--- src/rtl/mem_pkg.sv ---
// Shared types and defaults for the wait-state main memory model.
// Counter width covers the full 1..255 latency range.
package mem_pkg;

  localparam int DEF_ADDR_W      = 8;
  localparam int DEF_DATA_W      = 8;
  localparam int DEF_WAIT_CYCLES = 4;
  localparam int CTR_W           = 8;

  typedef enum logic [1:0] {
    IDLE = 2'd0,
    WAIT = 2'd1,
    DONE = 2'd2
  } state_t;

endpackage

--- src/rtl/wait_counter.sv ---
// Loadable down-counter for memory latency; saturates at zero.
// Load wins over decrement.
module wait_counter #(
  parameter int W = 8
) (
  input  logic         clk,
  input  logic         reset,
  input  logic         i_load,
  input  logic [W-1:0] i_load_val,
  input  logic         i_dec,
  output logic         o_zero
);

  logic [W-1:0] r_count;

  always_ff @(posedge clk or posedge reset) begin
    if (reset) begin
      r_count <= '0;
    end else if (i_load) begin
      r_count <= i_load_val;
    end else if (i_dec && r_count != '0) begin
      r_count <= r_count - 1'b1;
    end
  end

  assign o_zero = (r_count == '0);

endmodule

--- src/rtl/main_memory.sv ---
// Main memory with a programmable wait-state latency.
// IDLE latches the request, WAIT counts down, DONE holds until strobe drops.
module main_memory
  import mem_pkg::*;
#(
  parameter int ADDR_W      = DEF_ADDR_W,
  parameter int DATA_W      = DEF_DATA_W,
  parameter int WAIT_CYCLES = DEF_WAIT_CYCLES
) (
  input  logic              clk,
  input  logic              reset,
  input  logic              MStrobe,
  input  logic              MRW,
  input  logic [ADDR_W-1:0] MAddr,
  input  logic [DATA_W-1:0] MDataIn,
  input  logic              LdCtr,
  output logic [DATA_W-1:0] MDataOut,
  output logic              CtrSig,
  output logic              MBusy
);

  localparam logic [CTR_W-1:0] LOAD_VAL =
    CTR_W'(WAIT_CYCLES - 1);

  state_t r_state;
  state_t w_next;

  logic              r_rw;
  logic [ADDR_W-1:0] r_addr;
  logic [DATA_W-1:0] r_data;
  logic [DATA_W-1:0] r_dout;
  logic [DATA_W-1:0] r_mem [0:(1<<ADDR_W)-1];

  logic w_zero;
  logic w_start;
  logic w_reload;
  logic w_dec;
  logic w_access;

  always_ff @(posedge clk or posedge reset) begin
    if (reset) r_state <= IDLE;
    else       r_state <= w_next;
  end

  // Abort beats reload, reload beats completion.
  always_comb begin
    w_next = r_state;
    unique case (r_state)
      IDLE: if (MStrobe) w_next = WAIT;
      WAIT: begin
        if (!MStrobe)    w_next = IDLE;
        else if (LdCtr)  w_next = WAIT;
        else if (w_zero) w_next = DONE;
      end
      DONE: if (!MStrobe) w_next = IDLE;
      default: w_next = IDLE;
    endcase
  end

  always_comb begin
    w_start  = 1'b0;
    w_reload = 1'b0;
    w_dec    = 1'b0;
    w_access = 1'b0;
    MBusy    = (r_state == WAIT);
    CtrSig   = (r_state == DONE);
    unique case (r_state)
      IDLE: w_start = MStrobe;
      WAIT: begin
        if (MStrobe) begin
          if (LdCtr)       w_reload = 1'b1;
          else if (w_zero) w_access = 1'b1;
          else             w_dec    = 1'b1;
        end
      end
      default: ;
    endcase
  end

  wait_counter #(
    .W (CTR_W)
  ) u_ctr (
    .clk        (clk),
    .reset      (reset),
    .i_load     (w_start | w_reload),
    .i_load_val (LOAD_VAL),
    .i_dec      (w_dec),
    .o_zero     (w_zero)
  );

  always_ff @(posedge clk or posedge reset) begin
    if (reset) begin
      r_rw   <= 1'b0;
      r_addr <= '0;
      r_data <= '0;
    end else if (w_start) begin
      r_rw   <= MRW;
      r_addr <= MAddr;
      r_data <= MDataIn;
    end
  end

  always_ff @(posedge clk or posedge reset) begin
    if (reset) begin
      r_dout <= '0;
    end else if (w_access && r_rw) begin
      r_dout <= r_mem[r_addr];
    end
  end

  // Storage is deliberately outside reset so contents survive it.
  always_ff @(posedge clk) begin
    if (w_access && !r_rw) begin
      r_mem[r_addr] <= r_data;
    end
  end

  assign MDataOut = r_dout;

endmodule

--- config.mk ---
export PLATFORM = sky130hd
export DESIGN_NAME = main_memory
export DESIGN_NICKNAME = d
export VERILOG_FILES = /design/src/rtl/mem_pkg.sv /design/src/rtl/wait_counter.sv /design/src/rtl/main_memory.sv
export SDC_FILE = /design/constraint.sdc
export NUM_CORES = 2
export LEC_CHECK = 0
export BUFFER_PORTS_ARGS = -buffer_cell sky130_fd_sc_hd__buf_2
export CAP_MARGIN = 20
export CORE_MARGIN = 3
export CORE_UTILIZATION = 45
export DETAILED_ROUTE_END_ITERATION = 10
export PLACE_DENSITY_LB_ADDON = 0.12
export SLEW_MARGIN = 20
export SYNTH_ARGS = -nofsm -noshare
export SYNTH_HDL_FRONTEND = slang
export SYNTH_SLANG_ARGS = --single-unit
--- constraint.sdc ---
create_clock -name clk -period 5.6 [get_ports clk]
set_input_delay 0.56 -clock clk [delete_from_list [all_inputs] [get_ports clk]]
set_output_delay 0.56 -clock clk [all_outputs]
set_load 0.005 [all_outputs]
==> results_dict.tcl <==
set metrics [dict create \
    place.gp.congestion 0.8520 \
    reg2reg_to "MDataOut[7]$_DFFE_PP0P_" \
    synth.distinct_cells 60 \
    multi_input_area_mm2 0.01731 \
    crit_chain "buf_4 -> and2_2 -> buf_4 -> a22oi_1 -> nand3_1 -> nand2_1 -> nor3_1 -> o221ai_1 -> o32a_1" \
    routed_wl_um 225600 \
    worst_slew_pin_slew_ns 1.136 \
    grt_pass1_vias 40100 \
    stdcell_area_mm2 0.09125 \
    ys.flop_type "edfxtp_1" \
    dp_cells 6119 \
    tns_ns 0 \
    synth-edff-count 2048 \
    grt_pass1_wl_um 317000 \
    path_class "reg -> reg" \
    stdcell_count 6526 \
    numCtsBuffers 211 \
    slew_headroom 0.2397 \
    critPathTopFamily "simple AND/OR/NAND/NOR gates" \
    hpwl_um 137900 \
    vias 40140 \
    grtUsageTotal 0.2439 \
    crit_fanout 35 \
    io_pins 31 \
    clockRootBuffer "clkbuf_16" \
    end_kind "flop" \
    core_mm2 0.1773 \
    status "complete, no violations" \
    rrSetupSlack_ns 0.96 \
    crit_required_ns 6.30 \
    place_area_mm2 0.08425 \
    hold_buffers 12 \
    critPathBufInv 2 \
    hold_start "MAddr[5]" \
    holdPathStages 3 \
    grt_overflow 0 \
    whs_endpoint "r_addr[5]$_DFFE_PP0P_" \
    timing.final.crit_share 0.8290 \
    finClkSkew_ns 0.02616 \
    crit_arrival_ns 5.34 \
    vdd_drop_max_v 0.0003328 \
    regArea_mm2 0.06242 \
    finalSetupViolCount 0 \
    worstHoldPathType "in -> reg" \
    drv_slew 0 \
    clkLatencyLatePin_ns 0.83 \
    drtIter0Drc 4431 \
    clk_pin_slew_ns 0.06 \
    synthTopCellsByArea "edfxtp_1 (76%), mux4_2 (14%), mux2i_1 (1.6%)" \
    synth_common_cells "edfxtp_1 (2048), mux4_2 (493), nor2_1 (292)" \
    wl_per_cell_um 34.57 \
    max_freq_ghz 0.2154 \
    cts.sinks 2083 \
    drive_above_1_share 0.2478 \
    die_w_um 429.9 \
    synth_seq_cells 2083 \
    syn_inst 3833 \
    cts_resized 0 \
    period_minus_slack_ns 4.642 \
    preCtsSetupSlack_ns 0.9725 \
    cp_common_cell "buf_4" \
    synth_nets 3856 \
    tritoncts "yes" \
    ys_warn_count 0 \
    p_leak_nw 28.38 \
    avgSynthCellArea_um2 21.09 \
    portBuffers 30 \
    antenna_found_initial 4 \
    power_density_mw_per_mm2 395.6 \
    fillCellCount 13990 \
    synth.most_common_cell "edfxtp_1" \
    die_area_mm2 0.1848 \
    rows 154 \
    die_h_um 429.9 \
    rsz0062_at_grt "no" \
    postSynth.asyncResetShare 0.01680 \
    remaining_drc_errors 0 \
    areaGrowthSynthToFinish_pct 12.88 \
    critical_path.slowest_cell "and2_2" \
    cp-start-kind "flop" \
    netlist.area_leader.share 0.7607 \
    grt_max_degree 166 \
    synth_area_mm2 0.08084 \
    postRouteAntennaNets 0 \
    clock_path_buffers 3 \
    maxCapViolations 0 \
    vias_per_cell 6.150 \
    start_util 0.4560 \
    nets 4027 \
    ff2ff_path_depth 9 \
    htree_levels 4 \
    yosysTopAreaCell "edfxtp_1" \
    report.final.hold_viol_count 0 \
    setup_slack_ns 0.9577 \
    reg2reg_from "r_addr[3]$_DFFE_PP0P_" \
    post_cts_buffers 0 \
    yosysSeqAreaShare 0.7716 \
    first_pass_iters 5 \
    critPathMaxStageDelay_ns 0.65 \
]
[cell usage in the layout, fill, tap and decap left out, drive strengths merged, types with 16 or more instances in the layout]
| cell type | Yosys | final |
|---|---|---|
| buf | 134 | 171 |
| a211oi | 16 | 16 |
| dfrtp | 35 | 35 |
| bufinv | 0 | 22 |
| clkbuf | 91 | 275 |
| mux4 | 493 | 493 |
| nor2b | 22 | 22 |
| a22oi | 110 | 110 |
| clkinv | 1 | 81 |
| a31oi | 20 | 20 |
| a21oi | 53 | 53 |
| inv | 14 | 20 |
| edfxtp | 2048 | 2048 |
| nor3 | 23 | 23 |
| nor2 | 292 | 292 |
| nand2 | 115 | 115 |
| o22ai | 32 | 32 |
| nand3 | 61 | 61 |
| mux2i | 133 | 133 |
| o21ai | 25 | 25 |
[report_power, final]
group | internal, W | total (W) | switching [W] | leakage [nW]
sequential | 0.0177 | 0.0179 | 0.000226 | 18.8
combinational | 0.00143 | 0.00415 | 0.00273 | 6.21
clock | 0.00812 | 0.0140 | 0.00591 | 3.34
[worst max path at each step]
| stage | start | endpoint | slack [ns] | cells after the start |
|---|---|---|---|---|
| after global placement | r_addr[3]$_DFFE_PP0P_ | MDataOut[7]$_DFFE_PP0P_ | 0.96 | 9 |
| after CTS | r_addr[3]$_DFFE_PP0P_ | MDataOut[7]$_DFFE_PP0P_ | 0.97 | 9 |
| after global routing | r_addr[3]$_DFFE_PP0P_ | MDataOut[6]$_DFFE_PP0P_ | 0.84 | 9 |
| after detailed placement | r_addr[3]$_DFFE_PP0P_ | MDataOut[7]$_DFFE_PP0P_ | 0.97 | 9 |
| final | r_addr[3]$_DFFE_PP0P_ | MDataOut[7]$_DFFE_PP0P_ | 0.96 | 9 |
| after floorplan | r_data[0]$_DFFE_PP0P_ | r_mem[0][0]$_DFFE_PP_ | 1.62 | 0 |
[worst reg2reg max path, delay by kind of cell, from the launching register on]
kind | cells | cell delay, ns
AND/OR/NAND/NOR | 4 | 1.47
AO/OA/AOI/OAI | 3 | 1.39
buffers and inverters | 2 | 1.09
flip-flops | 1 | 0.58
[per-layer routing]
metal,GRT usage,part of all wire,vias up
met5,0,0,-
met4,0.06559,0.027,0
met3,0.04777,0.076,286
met2,0.3859,0.48,1759
met1,0.3497,0.42,21790
li1,-,-,16300
[metrics by stage]
stage,utilization,hold WS (ns),power [W]
3_3_place_gp,0.4750,0.4839,0.02243
2_1_floorplan,-,0.4747,0.02073
6_report,0.5148,0.04928,0.03610
3_5_place_dp,0.4753,0.4949,0.02243
4_1_cts,0.5148,0.003431,0.03636
5_1_grt,0.5148,0.03333,0.03718
[logic make-up (layout without fill, tap and decap cells)]
logic type / count (synthesis) / in the layout / synth area share
AOI/OAI and AO/OA: 308 / 308 / 0.02651
xor gates and xnor gates: 7 / 7 / 0.0007584
adders and majority gates: 2 / 2 / 0.0003095
buffers and inverters: 240 / 592 / 0.01574
DFF: 2083 / 2083 / 0.7716
muxes: 640 / 640 / 0.1558
other: 0 / 1 / 0
and+or+nand+nor: 553 / 553 / 0.02934
[area by class of cell]
class / count / area share
Sequential cell: 2083 / 0.6841
Multi-Input combinational cell: 1510 / 0.1897
Clock buffer: 275 / 0.06195
Tap cell: 2340 / 0.03208
Timing Repair Buffer: 183 / 0.01815
Clock inverter: 119 / 0.01342
Inverter: 15 / 0.0006444
Antenna cell: 1 / 0.00002742
[registers in the layout, summed over array words and instances, names as in the netlist]
name and count:
r_rw 1, r_data 8, r_addr 8, r_mem 2048, r_state 2, MDataOut 8
u_ctr.r_count 8
Note: power is estimated with default switching activity, not from simulation.
